`config.mk`:
```
export PLATFORM = sky130hd
export DESIGN_NAME = lut_loader
export DESIGN_NICKNAME = d
export VERILOG_FILES = /design/src/rtl/lut_pkg.sv /design/src/rtl/lut_ram.sv /design/src/rtl/lut_loader.sv
export SDC_FILE = /design/constraint.sdc
export NUM_CORES = 1
export LEC_CHECK = 0
export BUFFER_PORTS_ARGS = -buffer_cell sky130_fd_sc_hd__buf_2
export CORE_ASPECT_RATIO = 2
export CORE_UTILIZATION = 30
export CTS_CLUSTER_SIZE = 10
export DETAILED_ROUTE_END_ITERATION = 8
export GPL_ROUTABILITY_DRIVEN = 0
export PLACE_DENSITY = 0.53
export SLEW_MARGIN = 20
export SYNTH_ARGS = -nofsm -noshare
export SYNTH_HDL_FRONTEND = slang
export SYNTH_SLANG_ARGS = --single-unit
```
`constraint.sdc`:
```
create_clock -name clk -period 3.1 [get_ports clk]
set_clock_uncertainty 0.1 [all_clocks]
set_input_delay 0.31 -clock clk [delete_from_list [all_inputs] [get_ports clk]]
set_output_delay 0.31 -clock clk [all_outputs]
set_load 0.01 [all_outputs]
```
`src/rtl/lut_pkg.sv`:
```
// Shared types and constants for the LUT loader: FSM state encoding,
// table geometry and the power-on default fill pattern.
package lut_pkg;

  // Loader FSM states
  typedef enum logic [1:0] {
    ST_INIT = 2'd0,
    ST_IDLE = 2'd1,
    ST_LOAD = 2'd2,
    ST_DONE = 2'd3
  } lut_state_e;

  // Table geometry
  localparam int LUT_DEPTH = 32;
  localparam int LUT_WIDTH = 8;

  // Default fill: the first LUT_DEFAULT_CNT entries count up from
  // LUT_DEFAULT_BASE, the rest of the table is zero.
  localparam int LUT_DEFAULT_BASE = 60;
  localparam int LUT_DEFAULT_CNT  = 16;

endpackage

```
`src/rtl/lut_ram.sv`:
```
// Table storage for the LUT loader: one write port and one registered
// read port. A read and a write to the same address in the same cycle
// return the value held before the write.
module lut_ram #(
  parameter int DEPTH = 32,
  parameter int WIDTH = 8,
  parameter int AW    = 5
) (
  input  logic             clk,
  input  logic             reset,
  input  logic             i_we,
  input  logic [AW-1:0]    i_waddr,
  input  logic [WIDTH-1:0] i_wdata,
  input  logic [AW-1:0]    i_raddr,
  output logic [WIDTH-1:0] o_rdata
);

  logic [WIDTH-1:0] r_mem [DEPTH];
  logic [WIDTH-1:0] r_rdata_p1;

  // Storage write; contents are data, so reset does not touch them
  always_ff @(posedge clk) begin
    if (i_we) begin
      r_mem[i_waddr] <= i_wdata;
    end
  end

  // Registered read; samples the array before this cycle's write lands
  always_ff @(posedge clk) begin
    if (reset) begin
      r_rdata_p1 <= '0;
    end else begin
      r_rdata_p1 <= r_mem[i_raddr];
    end
  end

  assign o_rdata = r_rdata_p1;

endmodule

```
`src/rtl/lut_loader.sv`:
```
// LUT loader: after reset fills a 32-entry table with defaults, then
// accepts load sessions (start + base/count) that stream bytes into
// consecutive addresses, wrapping at the top of the table.
// Optional feature: define LUT_LOADER_CHECKSUM_EN to add an 8-bit
// running checksum output of the bytes written in the last session.
module lut_loader
  import lut_pkg::*;
#(
  parameter int DEPTH = LUT_DEPTH,
  parameter int WIDTH = LUT_WIDTH,
  localparam int AW   = $clog2(DEPTH),
  localparam int CW   = AW + 1
) (
  input  logic             clk,
  input  logic             reset,
  input  logic             start,
  input  logic [AW-1:0]    base_addr,
  input  logic [CW-1:0]    count,
  input  logic             wr_valid,
  input  logic [WIDTH-1:0] wr_data,
  output logic             wr_ready,
  input  logic [AW-1:0]    rd_addr,
  output logic [WIDTH-1:0] rd_data,
  output logic             busy,
  output logic             done,
  output logic             err
`ifdef LUT_LOADER_CHECKSUM_EN
  ,
  output logic [WIDTH-1:0] checksum
`endif
);

  // Requests above the table size are saturated to a full-table load
  function automatic logic [CW-1:0] clamp_count(input logic [CW-1:0] c);
    if (c > CW'(DEPTH)) begin
      return CW'(DEPTH);
    end
    return c;
  endfunction

  // Power-on default value for a given table index
  function automatic logic [WIDTH-1:0] default_entry(input logic [AW-1:0] idx);
    if (int'(idx) < LUT_DEFAULT_CNT) begin
      return WIDTH'(LUT_DEFAULT_BASE) + WIDTH'(idx);
    end
    return '0;
  endfunction

  lut_state_e       r_state;
  lut_state_e       w_next_state;
  logic [AW-1:0]    r_init_cnt;
  logic [AW-1:0]    r_addr;
  logic [CW-1:0]    r_remaining;
  logic             r_err;

  logic             w_start_ok;
  logic             w_beat;
  logic             w_we;
  logic [AW-1:0]    w_waddr;
  logic [WIDTH-1:0] w_wdata;

  assign w_start_ok = start && (r_state == ST_IDLE);
  assign w_beat     = wr_valid && (r_state == ST_LOAD);

  assign wr_ready = (r_state == ST_LOAD);
  assign busy     = (r_state == ST_INIT) || (r_state == ST_LOAD);
  assign done     = (r_state == ST_DONE);
  assign err      = r_err;

  // FSM state register
  always_ff @(posedge clk) begin
    if (reset) begin
      r_state <= ST_INIT;
    end else begin
      r_state <= w_next_state;
    end
  end

  // FSM next-state: fill, wait for start, stream beats, pulse done
  always_comb begin
    w_next_state = r_state;
    unique case (r_state)
      ST_INIT: begin
        if (r_init_cnt == AW'(DEPTH - 1)) begin
          w_next_state = ST_IDLE;
        end
      end
      ST_IDLE: begin
        if (start) begin
          w_next_state = (count == '0) ? ST_DONE : ST_LOAD;
        end
      end
      ST_LOAD: begin
        if (w_beat && (r_remaining == CW'(1))) begin
          w_next_state = ST_DONE;
        end
      end
      ST_DONE: begin
        w_next_state = ST_IDLE;
      end
      default: begin
        w_next_state = ST_INIT;
      end
    endcase
  end

  // Default-fill counter; wraps back to 0 as INIT completes
  always_ff @(posedge clk) begin
    if (reset) begin
      r_init_cnt <= '0;
    end else if (r_state == ST_INIT) begin
      r_init_cnt <= r_init_cnt + AW'(1);
    end
  end

  // Session address and remaining-beat counter; address wraps mod DEPTH
  // (DEPTH is a power of two, so the natural overflow is the wrap)
  always_ff @(posedge clk) begin
    if (reset) begin
      r_addr      <= '0;
      r_remaining <= '0;
    end else if (w_start_ok) begin
      r_addr      <= base_addr;
      r_remaining <= clamp_count(count);
    end else if (w_beat) begin
      r_addr      <= r_addr + AW'(1);
      r_remaining <= r_remaining - CW'(1);
    end
  end

  // Sticky error: a start outside IDLE is dropped and flagged
  always_ff @(posedge clk) begin
    if (reset) begin
      r_err <= 1'b0;
    end else if (start) begin
      r_err <= !w_start_ok;
    end
  end

  // Table write port: default fill in INIT, streamed bytes in LOAD
  always_comb begin
    w_we    = 1'b0;
    w_waddr = r_addr;
    w_wdata = wr_data;
    if (r_state == ST_INIT) begin
      w_we    = !reset;
      w_waddr = r_init_cnt;
      w_wdata = default_entry(r_init_cnt);
    end else if (r_state == ST_LOAD) begin
      w_we    = w_beat && !reset;
    end
  end

  lut_ram #(
    .DEPTH (DEPTH),
    .WIDTH (WIDTH),
    .AW    (AW)
  ) u_ram (
    .clk     (clk),
    .reset   (reset),
    .i_we    (w_we),
    .i_waddr (w_waddr),
    .i_wdata (w_wdata),
    .i_raddr (rd_addr),
    .o_rdata (rd_data)
  );

`ifdef LUT_LOADER_CHECKSUM_EN
  logic [WIDTH-1:0] r_checksum;

  // Running mod-256 sum of accepted bytes, cleared by each accepted start
  always_ff @(posedge clk) begin
    if (reset) begin
      r_checksum <= '0;
    end else if (w_start_ok) begin
      r_checksum <= '0;
    end else if (w_beat) begin
      r_checksum <= r_checksum + wr_data;
    end
  end

  assign checksum = r_checksum;
`endif

endmodule

```
==> impl_metrics.csv <==
group,metric,value,unit
outcome,outcome,"completed",
clock_tree,post-cts-setup-buffers,0,
yosys,synth-warning-count,0,
worst_setup_path,r2r_end,"u_ram.r_mem[4][2]",
yosys,syn_avg_cell_area,18.3,um2
floorplan,start_util,30.4,%
clock_tree,cts_buffers,34,
floorplan,boundaryPins,40,
hold_path,hold_start,"start",
drt,routed_wl,27100,um
worst_setup_path,worstPathRequired,3210,ps
worst_setup_path,r2r-start,"r_state[0]",
clock_tree,cts.sinks,283,
global_route,antenna_found_initial,0,
clock_tree,clock_latency,510,ps
hold_path,hold_class,"in -> reg",
timing,setup-violations-final,0,
clock_tree,cts.path.max_buffers,3,
timing,hold_viol,0,
drt,dr.pass1.iters,4,
timing,setup_tns,0,ps
clock_tree,ctsHoldBuffers,6,
power_and_ir_drop,power.leakage,4.61,nW
global_route,track_usage,14.1,%
worst_setup_path,r2r_cells,7,
drt,drc,0,
worst_setup_path,worstSetupPathType,"reg -> reg",
floorplan,die_x,141,um
drt,drt_iter0_drc,310,
timing,slew_violations,0,
floorplan,die-area,39400,um2
clock_tree,clk_pin_slew,60,ps
yosys,netlist_area,11600,um2
yosys,syn-instance-count,631,
final_layout,num_antenna_cells,0,
power_and_ir_drop,powerDensity,629,nW/um2
timing,fin_crit_sh,83.5,%
floorplan,rows,101,
global_route,grt_remaining_overflow,0,
run,max_cap_viol_count,0,
yosys,syn-num-nets,670,
clock_tree,cts_tree,"built",
final_layout,drive_above_1_share,22.8,%
timing,hold_ws,32.9,ps
global_route,grt_start_max_net_pins,33,
timing,rsz0062_at_grt,"false",
yosys,ys_seq_area_share,71.1,%
power_and_ir_drop,finalPower,8.57,mW
floorplan,core-area,38000,um2
timing,timing.final.crit_period,2590,ps
clock_tree,post_cts_resized,0,
yosys,async_flop_share,0,%
timing,slew_headroom,50.0,%
clock_tree,cts_htree_levels,2,
final_layout,syn_to_final_growth,17.9,%
drt,vias,6019,
drt,antenna_left,0,
placement,dp_hpwl,18500,um
worst_setup_path,path_max_fanout,17,
worst_setup_path,crit_arrival,2690,ps
yosys,synth_edf_count,256,
hold_path,holdPathEnd,"r_remaining[1]",
drt,drt-vias-per-instance,4.74,
drt,avgRoutedWirePerCell,21.4,um
yosys,ys_ff_latch,283,
global_route,grt_pass1_vias,6404,
timing,worst_slew_pin_slew,749,ps
global_route,grt_pass1_wl,39900,um
floorplan,die_h,280,um
timing,fmax,0.386,GHz
power_and_ir_drop,vdd_drop_max,0.335,mV
final_layout,finalNetCount,774,
worst_setup_path,cp-start-kind,"flip-flop",
hold_path,whs_path_depth,3,
yosys,yosysUniqueCellTypes,52,
clock_tree,cts_root_buffer,"clkbuf_16",
yosys,synthFlopType,"edfxtp_1",
placement,port_buffers,39,
worst_setup_path,cp-end-kind,"flip-flop",
worst_setup_path,rrSetupSlack,510,ps
final_layout,fin_util,35.9,%
==> worst max path at each step <==
stage | from | to | slack [ps] | cells after the start
2_1_floorplan | r_state[0] | u_ram.r_mem[0][0] | 20 | 6
4_1_cts | r_state[0] | busy | 520 | 5
5_1_grt | r_state[0] | u_ram.r_mem[4][1] | 340 | 7
3_5_place_dp | r_state[0] | u_ram.r_mem[4][2] | 540 | 7
3_3_place_gp | r_state[1] | u_ram.r_mem[25][5] | 640 | 7
6_report | r_state[0] | u_ram.r_mem[4][2] | 510 | 7
==> kinds of logic after synthesis <==
family	share of synthesized area [%]
DFF	71.1
and+or+nand+nor	4.19
muxes	15.2
AOI/OAI and AO/OA	4.80
buffers and inverters	2.88
adders and majority gates	1.19
xor gates and xnor gates	0.681
==> flip-flops by register name, summed over array words and instances, names as in the netlist <==
| name | count |
|---|---|
| r_remaining | 6 |
| r_addr | 5 |
| r_state | 2 |
| err | 1 |
| u_ram.o_rdata | 8 |
| u_ram.r_mem | 256 |
| r_init_cnt | 5 |
==> per-stage QoR <==
step / area [um2] / worst slack, ps / instances
2_1_floorplan: 11600 / 21.7 / 631
3_3_place_gp: 12600 / 642 / 1208
3_5_place_dp: 12600 / 542 / 1208
4_1_cts: 13600 / 524 / 1269
5_1_grt: 13600 / 337 / 1269
6_report: 13600 / 512 / 1269
==> placed cells by master (no fill, tap or decap), types with 4 or more instances in the layout <==
cell type,count
a211oi_1,7
a21oi_1,8
a221o_1,8
a221oi_1,6
a22oi_1,9
a31oi_1,8
buf_2,37
buf_4,54
clkbuf_1,17
clkbuf_16,35
dfxtp_1,27
dlygate4sd3_1,6
edfxtp_1,256
ha_1,11
inv_1,18
mux2i_1,36
mux4_1,29
mux4_2,27
nand2_1,29
nand2b_1,4
nand4_1,6
nor2_1,50
o21ai_0,9
o21ai_2,4
xnor2_1,6
==> critical path: stages (launching register included) <==
cell and delay [ps]:
dfxtp_1 350, inv_1 90, ha_1 530, mux2i_1 290
nor2b_1 190, nand2_1 300, nor2_1 220, buf_4 210
==> synthesized netlist by cell type (2+ instances only) <==
| cell | instances | share of area, % |
|---|---|---|
| edfxtp_1 | 256 | 66 |
| inv_1 | 18 | 0.58 |
| ha_1 | 11 | 1.2 |
| nor4_1 | 3 | 0.16 |
| a311oi_1 | 3 | 0.23 |
| nand2b_1 | 4 | 0.22 |
| xnor2_1 | 6 | 0.45 |
| dfxtp_1 | 27 | 4.7 |
| mux4_2 | 27 | 5.3 |
| clkbuf_1 | 6 | 0.19 |
| buf_4 | 2 | 0.13 |
| nand3_1 | 2 | 0.087 |
| nand4_1 | 6 | 0.32 |
| o31ai_1 | 3 | 0.19 |
| mux2i_1 | 36 | 3.1 |
| nor2_1 | 50 | 1.6 |
| nor2b_1 | 4 | 0.22 |
| buf_1 | 3 | 0.097 |
| o2111ai_1 | 2 | 0.15 |
| and2_1 | 3 | 0.16 |
| clkbuf_8 | 5 | 0.59 |
| buf_6 | 7 | 0.68 |
| a21oi_1 | 8 | 0.35 |
| a221oi_1 | 6 | 0.45 |
| a22oi_1 | 9 | 0.58 |
| xor2_1 | 3 | 0.23 |
| mux2_2 | 2 | 0.19 |
| mux4_1 | 29 | 6.6 |
| nand2_1 | 29 | 0.94 |
| o21ai_0 | 13 | 0.56 |
| a211oi_1 | 7 | 0.45 |
| buf_2 | 4 | 0.17 |
| a221o_1 | 8 | 0.69 |
| a31oi_1 | 8 | 0.43 |
| o22ai_1 | 4 | 0.22 |
==> layout make-up <==
class                   instances  area [um2]
inverters                      19        71.3
flip-flops and latches        283        8230
clock inverters                 3        43.8
multi-input cells             299        3040
fillers                      3532       24400
repair buffers                 98         671
well taps                     515         644
clock buffers                  52         940
==> metal layers <==
metal | up-vias | global-route usage (%) | share of wire [%] | routed length [um]
met1 | 3067 | 13.8 | 35 | 9410
met3 | 48 | 1.90 | 3.2 | 855
met4 | 0 | 7.00 | 4.1 | 1100
li1 | 2767 | - | - | -
met2 | 137 | 28.3 | 58 | 15800
met5 | - | 0 | 0 | 0
==> power breakdown <==
group	switching [mW]	total (mW)	leakage, nW	internal [mW]
Combinational	0.414	0.625	1.64	0.210
Clock	1.45	3.61	0.474	2.16
Sequential	0.0287	4.34	2.50	4.31
(Power assumes the default switching activity.)
